**src/rtl/pe_link_rx_south_if.sv**
```systemverilog
// Local dequeue port of the south link receiver.
//   dout       : payload at the FIFO head (zero while dout_valid is low)
//   dout_last  : last flag at the FIFO head (zero while dout_valid is low)
//   dout_valid : FIFO non-empty
//   dout_ready : consumer accepts the head this cycle
// master = receiver side (drives the head), slave = local consumer.
interface pe_link_rx_south_if #(
    parameter int unsigned SOUTH_WIDTH = 130
);
    logic [SOUTH_WIDTH-3:0] dout;
    logic                   dout_last;
    logic                   dout_valid;
    logic                   dout_ready;

    modport master (
        output dout,
        output dout_last,
        output dout_valid,
        input  dout_ready
    );

    modport slave (
        input  dout,
        input  dout_last,
        input  dout_valid,
        output dout_ready
    );
endinterface

```
**src/rtl/pe_link_rx_south.sv**
```systemverilog
// Receive endpoint of the south inter-PE link. Captures valid link words into a
// FIFO while running, presents them to local logic on a valid/ready port and
// returns one upstream credit per consumed word.
//   clk, reset    : clock; asynchronous active-high reset
//   ap_start      : enables capture (FSM IDLE -> RUN)
//   in_from_south : link word {valid, last, payload}
//   out_to_south  : credit return, bit 0 = credit pulse, other bits zero
//   deq           : head-of-FIFO valid/ready port (dout, dout_last, dout_valid, dout_ready)
//   level         : FIFO occupancy
//   overflow      : sticky, a word arrived while the FIFO was full and not popping
//   pkt_count     : wrapping count of popped words with last = 1
module pe_link_rx_south #(
    parameter int unsigned SOUTH_WIDTH = 130,
    parameter int unsigned FIFO_DEPTH  = 8
) (
    input  logic                          clk,
    input  logic                          reset,
    input  logic                          ap_start,
    input  logic [SOUTH_WIDTH-1:0]        in_from_south,
    output logic [SOUTH_WIDTH-1:0]        out_to_south,
    pe_link_rx_south_if.master            deq,
    output logic [$clog2(FIFO_DEPTH):0]   level,
    output logic                          overflow,
    output logic [15:0]                   pkt_count
);
    localparam int unsigned PtrW   = $clog2(FIFO_DEPTH);
    localparam int unsigned LevelW = PtrW + 1;
    localparam int unsigned EntryW = SOUTH_WIDTH - 1;  // {last, payload}

    typedef enum logic [0:0] {StIdle, StRun} state_e;

    state_e              state_q, state_d;
    logic [PtrW-1:0]     wr_ptr_q, wr_ptr_d;
    logic [PtrW-1:0]     rd_ptr_q, rd_ptr_d;
    logic [LevelW-1:0]   level_q, level_d;
    logic                overflow_q, overflow_d;
    logic [15:0]         pkt_count_q, pkt_count_d;
    logic                credit_q;
    logic [EntryW-1:0]   mem_q [FIFO_DEPTH];

    logic                empty;
    logic                full;
    logic                push_req;
    logic                push;
    logic                pop;
    logic [EntryW-1:0]   head;

    // FSM next state
    always_comb begin
        state_d = state_q;
        unique case (state_q)
            StIdle: if (ap_start)  state_d = StRun;
            StRun:  if (!ap_start) state_d = StIdle;
            default: state_d = StIdle;
        endcase
    end

    always_comb begin
        empty    = (level_q == '0);
        full     = (level_q == LevelW'(FIFO_DEPTH));
        head     = mem_q[rd_ptr_q];
        push_req = (state_q == StRun) && ap_start && in_from_south[SOUTH_WIDTH-1];
        pop      = !empty && deq.dout_ready;
        // A full FIFO still accepts a word when the head leaves in the same cycle.
        push     = push_req && (!full || pop);

        wr_ptr_d    = push ? wr_ptr_q + PtrW'(1) : wr_ptr_q;
        rd_ptr_d    = pop  ? rd_ptr_q + PtrW'(1) : rd_ptr_q;
        overflow_d  = overflow_q || (push_req && full && !pop);
        pkt_count_d = (pop && head[EntryW-1]) ? pkt_count_q + 16'd1 : pkt_count_q;

        level_d = level_q;
        case ({push, pop})
            2'b10:   level_d = level_q + LevelW'(1);
            2'b01:   level_d = level_q - LevelW'(1);
            default: level_d = level_q;
        endcase
    end

    always_ff @(posedge clk or posedge reset) begin
        if (reset) begin
            state_q     <= StIdle;
            wr_ptr_q    <= '0;
            rd_ptr_q    <= '0;
            level_q     <= '0;
            overflow_q  <= 1'b0;
            pkt_count_q <= '0;
            credit_q    <= 1'b0;
        end else begin
            state_q     <= state_d;
            wr_ptr_q    <= wr_ptr_d;
            rd_ptr_q    <= rd_ptr_d;
            level_q     <= level_d;
            overflow_q  <= overflow_d;
            pkt_count_q <= pkt_count_d;
            credit_q    <= pop;
        end
    end

    // Storage needs no reset; occupancy is tracked by level_q and the pointers.
    always_ff @(posedge clk) begin
        if (push) begin
            mem_q[wr_ptr_q] <= in_from_south[SOUTH_WIDTH-2:0];
        end
    end

    always_comb begin
        deq.dout_valid = !empty;
        deq.dout       = empty ? '0 : head[EntryW-2:0];
        deq.dout_last  = empty ? 1'b0 : head[EntryW-1];
        out_to_south   = {{(SOUTH_WIDTH-1){1'b0}}, credit_q};
        level          = level_q;
        overflow       = overflow_q;
        pkt_count      = pkt_count_q;
    end
endmodule
```
**src/flat_wrapper.sv**
```systemverilog
// flat-port wrapper written by rule: the top's interface ports become plain ports
module pe_link_rx_south_flat 
#(
    parameter int unsigned SOUTH_WIDTH = 130,
    parameter int unsigned FIFO_DEPTH  = 8
)
  (clk, reset, ap_start, in_from_south, out_to_south, level, overflow, pkt_count, deq_dout, deq_dout_last, deq_dout_valid, deq_dout_ready);
  pe_link_rx_south_if #(.SOUTH_WIDTH(SOUTH_WIDTH)) deq_i ();
  input  logic clk;
  input  logic reset;
  input  logic ap_start;
  input  logic [SOUTH_WIDTH-1:0] in_from_south;
  output logic [SOUTH_WIDTH-1:0] out_to_south;
  output logic [$clog2(FIFO_DEPTH):0] level;
  output logic overflow;
  output logic [15:0] pkt_count;
  output wire logic [$bits(deq_i.dout)-1:0] deq_dout;
  output wire logic [$bits(deq_i.dout_last)-1:0] deq_dout_last;
  output wire logic [$bits(deq_i.dout_valid)-1:0] deq_dout_valid;
  input wire logic [$bits(deq_i.dout_ready)-1:0] deq_dout_ready;
  assign deq_dout = deq_i.dout;
  assign deq_dout_last = deq_i.dout_last;
  assign deq_dout_valid = deq_i.dout_valid;
  assign deq_i.dout_ready = deq_dout_ready;
  pe_link_rx_south #(.SOUTH_WIDTH(SOUTH_WIDTH), .FIFO_DEPTH(FIFO_DEPTH)) u_core (.clk(clk), .reset(reset), .ap_start(ap_start), .in_from_south(in_from_south), .out_to_south(out_to_south), .deq(deq_i), .level(level), .overflow(overflow), .pkt_count(pkt_count));
endmodule
```
**config.mk**
```make
export PLATFORM = sky130hd
export DESIGN_NAME = pe_link_rx_south_flat
export DESIGN_NICKNAME = d
export VERILOG_FILES = /design/src/rtl/pe_link_rx_south_if.sv /design/src/rtl/pe_link_rx_south.sv /design/src/flat_wrapper.sv
export SDC_FILE = /design/constraint.sdc
export NUM_CORES = 1
export LEC_CHECK = 0
export CORE_MARGIN = 2
export CORE_UTILIZATION = 51
export DETAILED_ROUTE_END_ITERATION = 10
export PLACE_DENSITY = 0.71
export SETUP_SLACK_MARGIN = 0.5
export SLEW_MARGIN = 20
export SYNTH_ARGS = -nofsm -noshare
export SYNTH_HDL_FRONTEND = slang
export SYNTH_SLANG_ARGS = --single-unit
```
**constraint.sdc**
```tcl
create_clock -name clk -period 10.1 [get_ports clk]
set_input_delay 3.03 -clock clk [delete_from_list [all_inputs] [get_ports clk]]
set_output_delay 3.03 -clock clk [all_outputs]
set_load 0.005 [all_outputs]
```
==> results.txt <==
----------------------------------------------------
[Outcome]
  Status ... finished, final reports clean

[GRT]
  Largest net degree at the start of global routing ... 130
  Vias in the first global route ... 20,025
  Overflow left after global routing ... 0
  Global router's overall resource usage ... 20.2%
  Antenna violations before repair ... 15
  Global-route wire length before repair ... 125,000 um

[Layout]
  Final std cells w/o fill ... 3,393
  Final core occ ... 60.4%
  Footprint of the multi-input gates ... 0.00884 mm^2
  Area growth from synthesis to final layout ... 17.4%
  Flip-flop and latch area ... 0.0317 mm^2
  Filler Cell Count ... 5,628
  NumNets Final ... 2,373
  Share of post-route cells with drive strength above 1 ... 19.8%

[STA]
  Minimum clock period after layout ... 6.82 ns
  Final TNS setup ... 0 ns
  Worst-case clock skew ... 0.0149 ns
  Unrepaired setup endpoints after global routing ... no
  Number of slew-limit violations in the final report ... 0
  Worst hold slack ... 0.473 ns
  Final number of setup-violating endpoints ... 0
  Worst slew margin ... 30.3%
  Slew @ Worst Pin ... 1.04 ns
  FMAX ... 0.147 GHz
  Least setup slack across all paths after layout ... 3.28 ns
  Final Hold Viols ... 0
  Portion of the clock cycle consumed by the worst path in the final layout ... 67.5%

[Clocking]
  CTS sink cnt ... 1,061
  CTS resizes ... 0
  CTS clock-pin slew for the worst setup and hold paths ... 0.06 ns
  Clock tree root buffer cell ... sky130_fd_sc_hd__clkbuf_16
  TritonCTS clock tree ... yes
  H-tree levels ... 3
  Number of buffers added for setup after CTS ... 0
  Clock latency of the later-clocked register in the worst-skew pair ... 0.65 ns
  Maximum buffer depth of the clock tree ... 3
  Hold buffers post-CTS ... 0
  Inserted Clock Buffers ... 106

[Detailed routing]
  Initial detailed-routing violation count ... 1,282
  Routed via count divided by cell count ... 5.62
  Per-cell routed wire length ... 24.8 um
  Via count ... 19,071
  Count of TritonRoute iterations in the first routing pass ... 5
  Routed wire length ... 84,100 um
  Antenna Nets Post-Route ... 0
  Residual DRC ... 0

[Synthesis]
  Number of distinct standard cells referenced by the synthesized netlist ... 31
  Number of enable-type register cells in the synthesized netlist ... 1,032
  Area of the mapped netlist ... 0.0414 mm^2
  Proportion of synthesized chip area in sequential cells ... 76.6%
  Prevailing post-synth register cell ... sky130_fd_sc_hd__edfxtp_1
  Post-synth ARST share ... 2.73%
  Syn Inst Count ... 1,905
  Syn Area/Cell ... 21.7 um^2
  Yosys synthesis warning count ... 0
  FF+latch count, synth ... 1,061

[Pwr]
  Static leakage power ... 16.0 nW
  Cell internal power dissipation ... 0.00937 W
  Power density over cell area ... 266 mW/mm^2
  Gate power share ... 30.0%
  Net switching power ... 0.00356 W
  Share of power burned in the clock network ... 29.7%
  Peak supply drop ... 0.225 mV
  Switching Share ... 27.6%
  Sequential share of power ... 40.2%

[Hold path]
  Hold path endpoint ... u_core.pkt_count[15]
  Worst min-delay path startpoint ... u_core.pkt_count[15]
  Type of the most critical hold path ... reg2reg
  Hold Path Depth ... 1

[Floorplanning]
  Num ports ... 415
  Core Rows ... 104
  Area of the die ... 0.0834 mm^2
  Die height ... 289 um
  Die width ... 289 um
  Initial core utilization ... 51.5%
  Core Box Area ... 0.0804 mm^2

[Setup path]
  Highest fanout seen on the critical path ... 98
  Classification of the worst setup path ... reg2out
  Endpoint kind of the worst setup timing path ... output pin
  Capturing point of the worst reg2reg path ... u_core.mem_q[7][43]
  Kind of start point of the critical path ... register
  FF-to-FF Start ... u_core.level[1]
  Worst path arrival time ... 3.79 ns
  Required @ worst endpoint ... 7.07 ns
  Worst-case reg-to-reg path depth ... 5
  R2r setup slk ... 6.32 ns

[Place]
  Routability congestion estimate from global placement ... 0.763
  Pre-CTS setup slack ... 3.28 ns
  HPWL after detailed placement ... 44,900 um
  Number of port buffers ... 285
  Placed insts ... 3,187

[Run]
  Max-cap violations ... 0

----------------------------------------------------
[layer usage]
metal  vias up  track usage [%]  routed length [um]
met2       561             35.5               44700
met5         -                0                  95
met4        14             6.33                2220
met1     10164             25.9               32900
met3       142             3.53                4210
li1       8190                -                   -
[cells in the mapped netlist, types with 2 or more instances]
cell type                  instances  area [um^2]
sky130_fd_sc_hd__edfxtp_1       1032        31000
sky130_fd_sc_hd__mux4_2          257         5790
sky130_fd_sc_hd__nor2_1          140          526
sky130_fd_sc_hd__mux2i_1         133         1330
sky130_fd_sc_hd__buf_4           132          991
sky130_fd_sc_hd__clkbuf_1         45          169
sky130_fd_sc_hd__buf_2            30          150
sky130_fd_sc_hd__dfrtp_1          29          726
sky130_fd_sc_hd__xor2_1           16          140
sky130_fd_sc_hd__buf_1            13         48.8
sky130_fd_sc_hd__nand2_1          13         48.8
sky130_fd_sc_hd__nand3_1          11         55.1
sky130_fd_sc_hd__nor3_2            8         80.1
sky130_fd_sc_hd__inv_1             6         22.5
sky130_fd_sc_hd__xnor2_1           6         52.6
sky130_fd_sc_hd__nor3_1            5         25.0
sky130_fd_sc_hd__nor4_1            5         31.3
sky130_fd_sc_hd__ha_1              4         50.1
sky130_fd_sc_hd__mux2_2            3         33.8
sky130_fd_sc_hd__nand2b_1          3         18.8
sky130_fd_sc_hd__or3_1             3         18.8
sky130_fd_sc_hd__a21oi_1           2         10.0
[critical path, stage by stage (launching register included)]
cell and delay (ns):
sky130_fd_sc_hd__dfrtp_4 0.75, sky130_fd_sc_hd__buf_12 0.61, sky130_fd_sc_hd__mux2i_1 0.19, sky130_fd_sc_hd__mux4_2 0.70, sky130_fd_sc_hd__nor2_1 0.16, sky130_fd_sc_hd__clkdlybuf4s50_1 0.52
[worst max path at each step]
| stage | slack, ns | cells past startpoint | to | startpoint |
|---|---|---|---|---|
| 3_3_place_gp | 3.35 | 6 | u_core.mem_q[7][59] | deq_dout_ready |
| 4_1_cts | 3.23 | 5 | deq_dout_last | u_core.rd_ptr_q[0] |
| 3_5_place_dp | 3.28 | 6 | u_core.mem_q[7][51] | deq_dout_ready |
| 6_report | 3.28 | 5 | deq_dout_last | u_core.rd_ptr_q[0] |
| 2_1_floorplan | 0.31 | 4 | u_core.mem_q[7][0] | in_from_south[129] |
| 5_1_grt | 3.06 | 5 | deq_dout_last | u_core.rd_ptr_q[0] |
[cell families (layout without fill, tap and decap cells)]
kind of cell             count (synthesis)  in the layout  synth area share (%)
AO/OA/AOI/OAI                            6              6                 0.148
XOR/XNOR                                22             22                 0.466
adder cells (fa/ha/maj)                  4              4                 0.121
buffers and inverters                  226            517                  3.34
flip-flops                            1061           1061                  76.6
multiplexers                           393            393                  17.3
other                                    1            138               0.00906
AND/OR/NAND/NOR                        192            192                  2.00
[registers in the layout, summed over array words and instances (netlist names)]
signal            flops
u_core.rd_ptr_q       3
u_core.level          4
u_core.overflow       1
u_core.mem_q       1032
u_core.credit_q       1
u_core.wr_ptr_q       3
u_core.state_q        1
u_core.pkt_count     16
[power groups by stage]
stage / combinational [W] / sequential, W / clock [W]
final: 0.00388 / 0.00520 / 0.00385
after CTS: 0.00400 / 0.00521 / 0.00392
after global routing: 0.00419 / 0.00522 / 0.00409
after detailed placement: 0.00398 / 0.00530 / 0
after floorplan: 0.00236 / 0.00521 / 0
after global placement: 0.00390 / 0.00533 / 0
[placed cells by master (no fill, tap or decap), types with 2 or more instances in the layout]
cell type	instances
sky130_fd_sc_hd__edfxtp_1	1032
sky130_fd_sc_hd__clkdlybuf4s50_1	285
sky130_fd_sc_hd__mux4_2	257
sky130_fd_sc_hd__nor2_1	134
sky130_fd_sc_hd__mux2i_1	133
sky130_fd_sc_hd__conb_1	129
sky130_fd_sc_hd__clkbuf_16	112
sky130_fd_sc_hd__dfrtp_1	26
sky130_fd_sc_hd__clkbuf_1	24
sky130_fd_sc_hd__clkinv_1	22
sky130_fd_sc_hd__clkinv_2	20
sky130_fd_sc_hd__buf_4	19
sky130_fd_sc_hd__xor2_1	16
sky130_fd_sc_hd__nand2_1	13
sky130_fd_sc_hd__nand3_1	11
sky130_fd_sc_hd__diode_2	9
sky130_fd_sc_hd__buf_12	9
sky130_fd_sc_hd__nor3_2	8
sky130_fd_sc_hd__bufinv_16	8
sky130_fd_sc_hd__nor2_4	6
sky130_fd_sc_hd__inv_1	6
sky130_fd_sc_hd__xnor2_1	6
sky130_fd_sc_hd__nor4_1	4
sky130_fd_sc_hd__ha_1	4
sky130_fd_sc_hd__clkinvlp_4	4
sky130_fd_sc_hd__nand2b_1	3
sky130_fd_sc_hd__nor3_1	3
sky130_fd_sc_hd__mux2_2	3
sky130_fd_sc_hd__or3_1	3
sky130_fd_sc_hd__dfrtp_4	3
sky130_fd_sc_hd__nor3_4	2
sky130_fd_sc_hd__a21oi_1	2
sky130_fd_sc_hd__clkinv_8	2
sky130_fd_sc_hd__clkinv_4	2
[layout make-up]
type	instances	area share, %
flip-flops and latches	1061	65.3
diodes	9	0.0463
repair buffers	314	6.59
well taps	1060	2.73
clock inverters	61	1.14
clock buffers	136	5.95
multi-input cells	746	18.2
inverters	6	0.0463
[per-stage QoR]
step | instance area [um^2] | total power, W
6_report | 48600 | 0.0129
4_1_cts | 48600 | 0.0131
5_1_grt | 48600 | 0.0135
3_3_place_gp | 45100 | 0.00923
2_1_floorplan | 41900 | 0.00757
3_5_place_dp | 45100 | 0.00928
(Power assumes the default switching activity.)
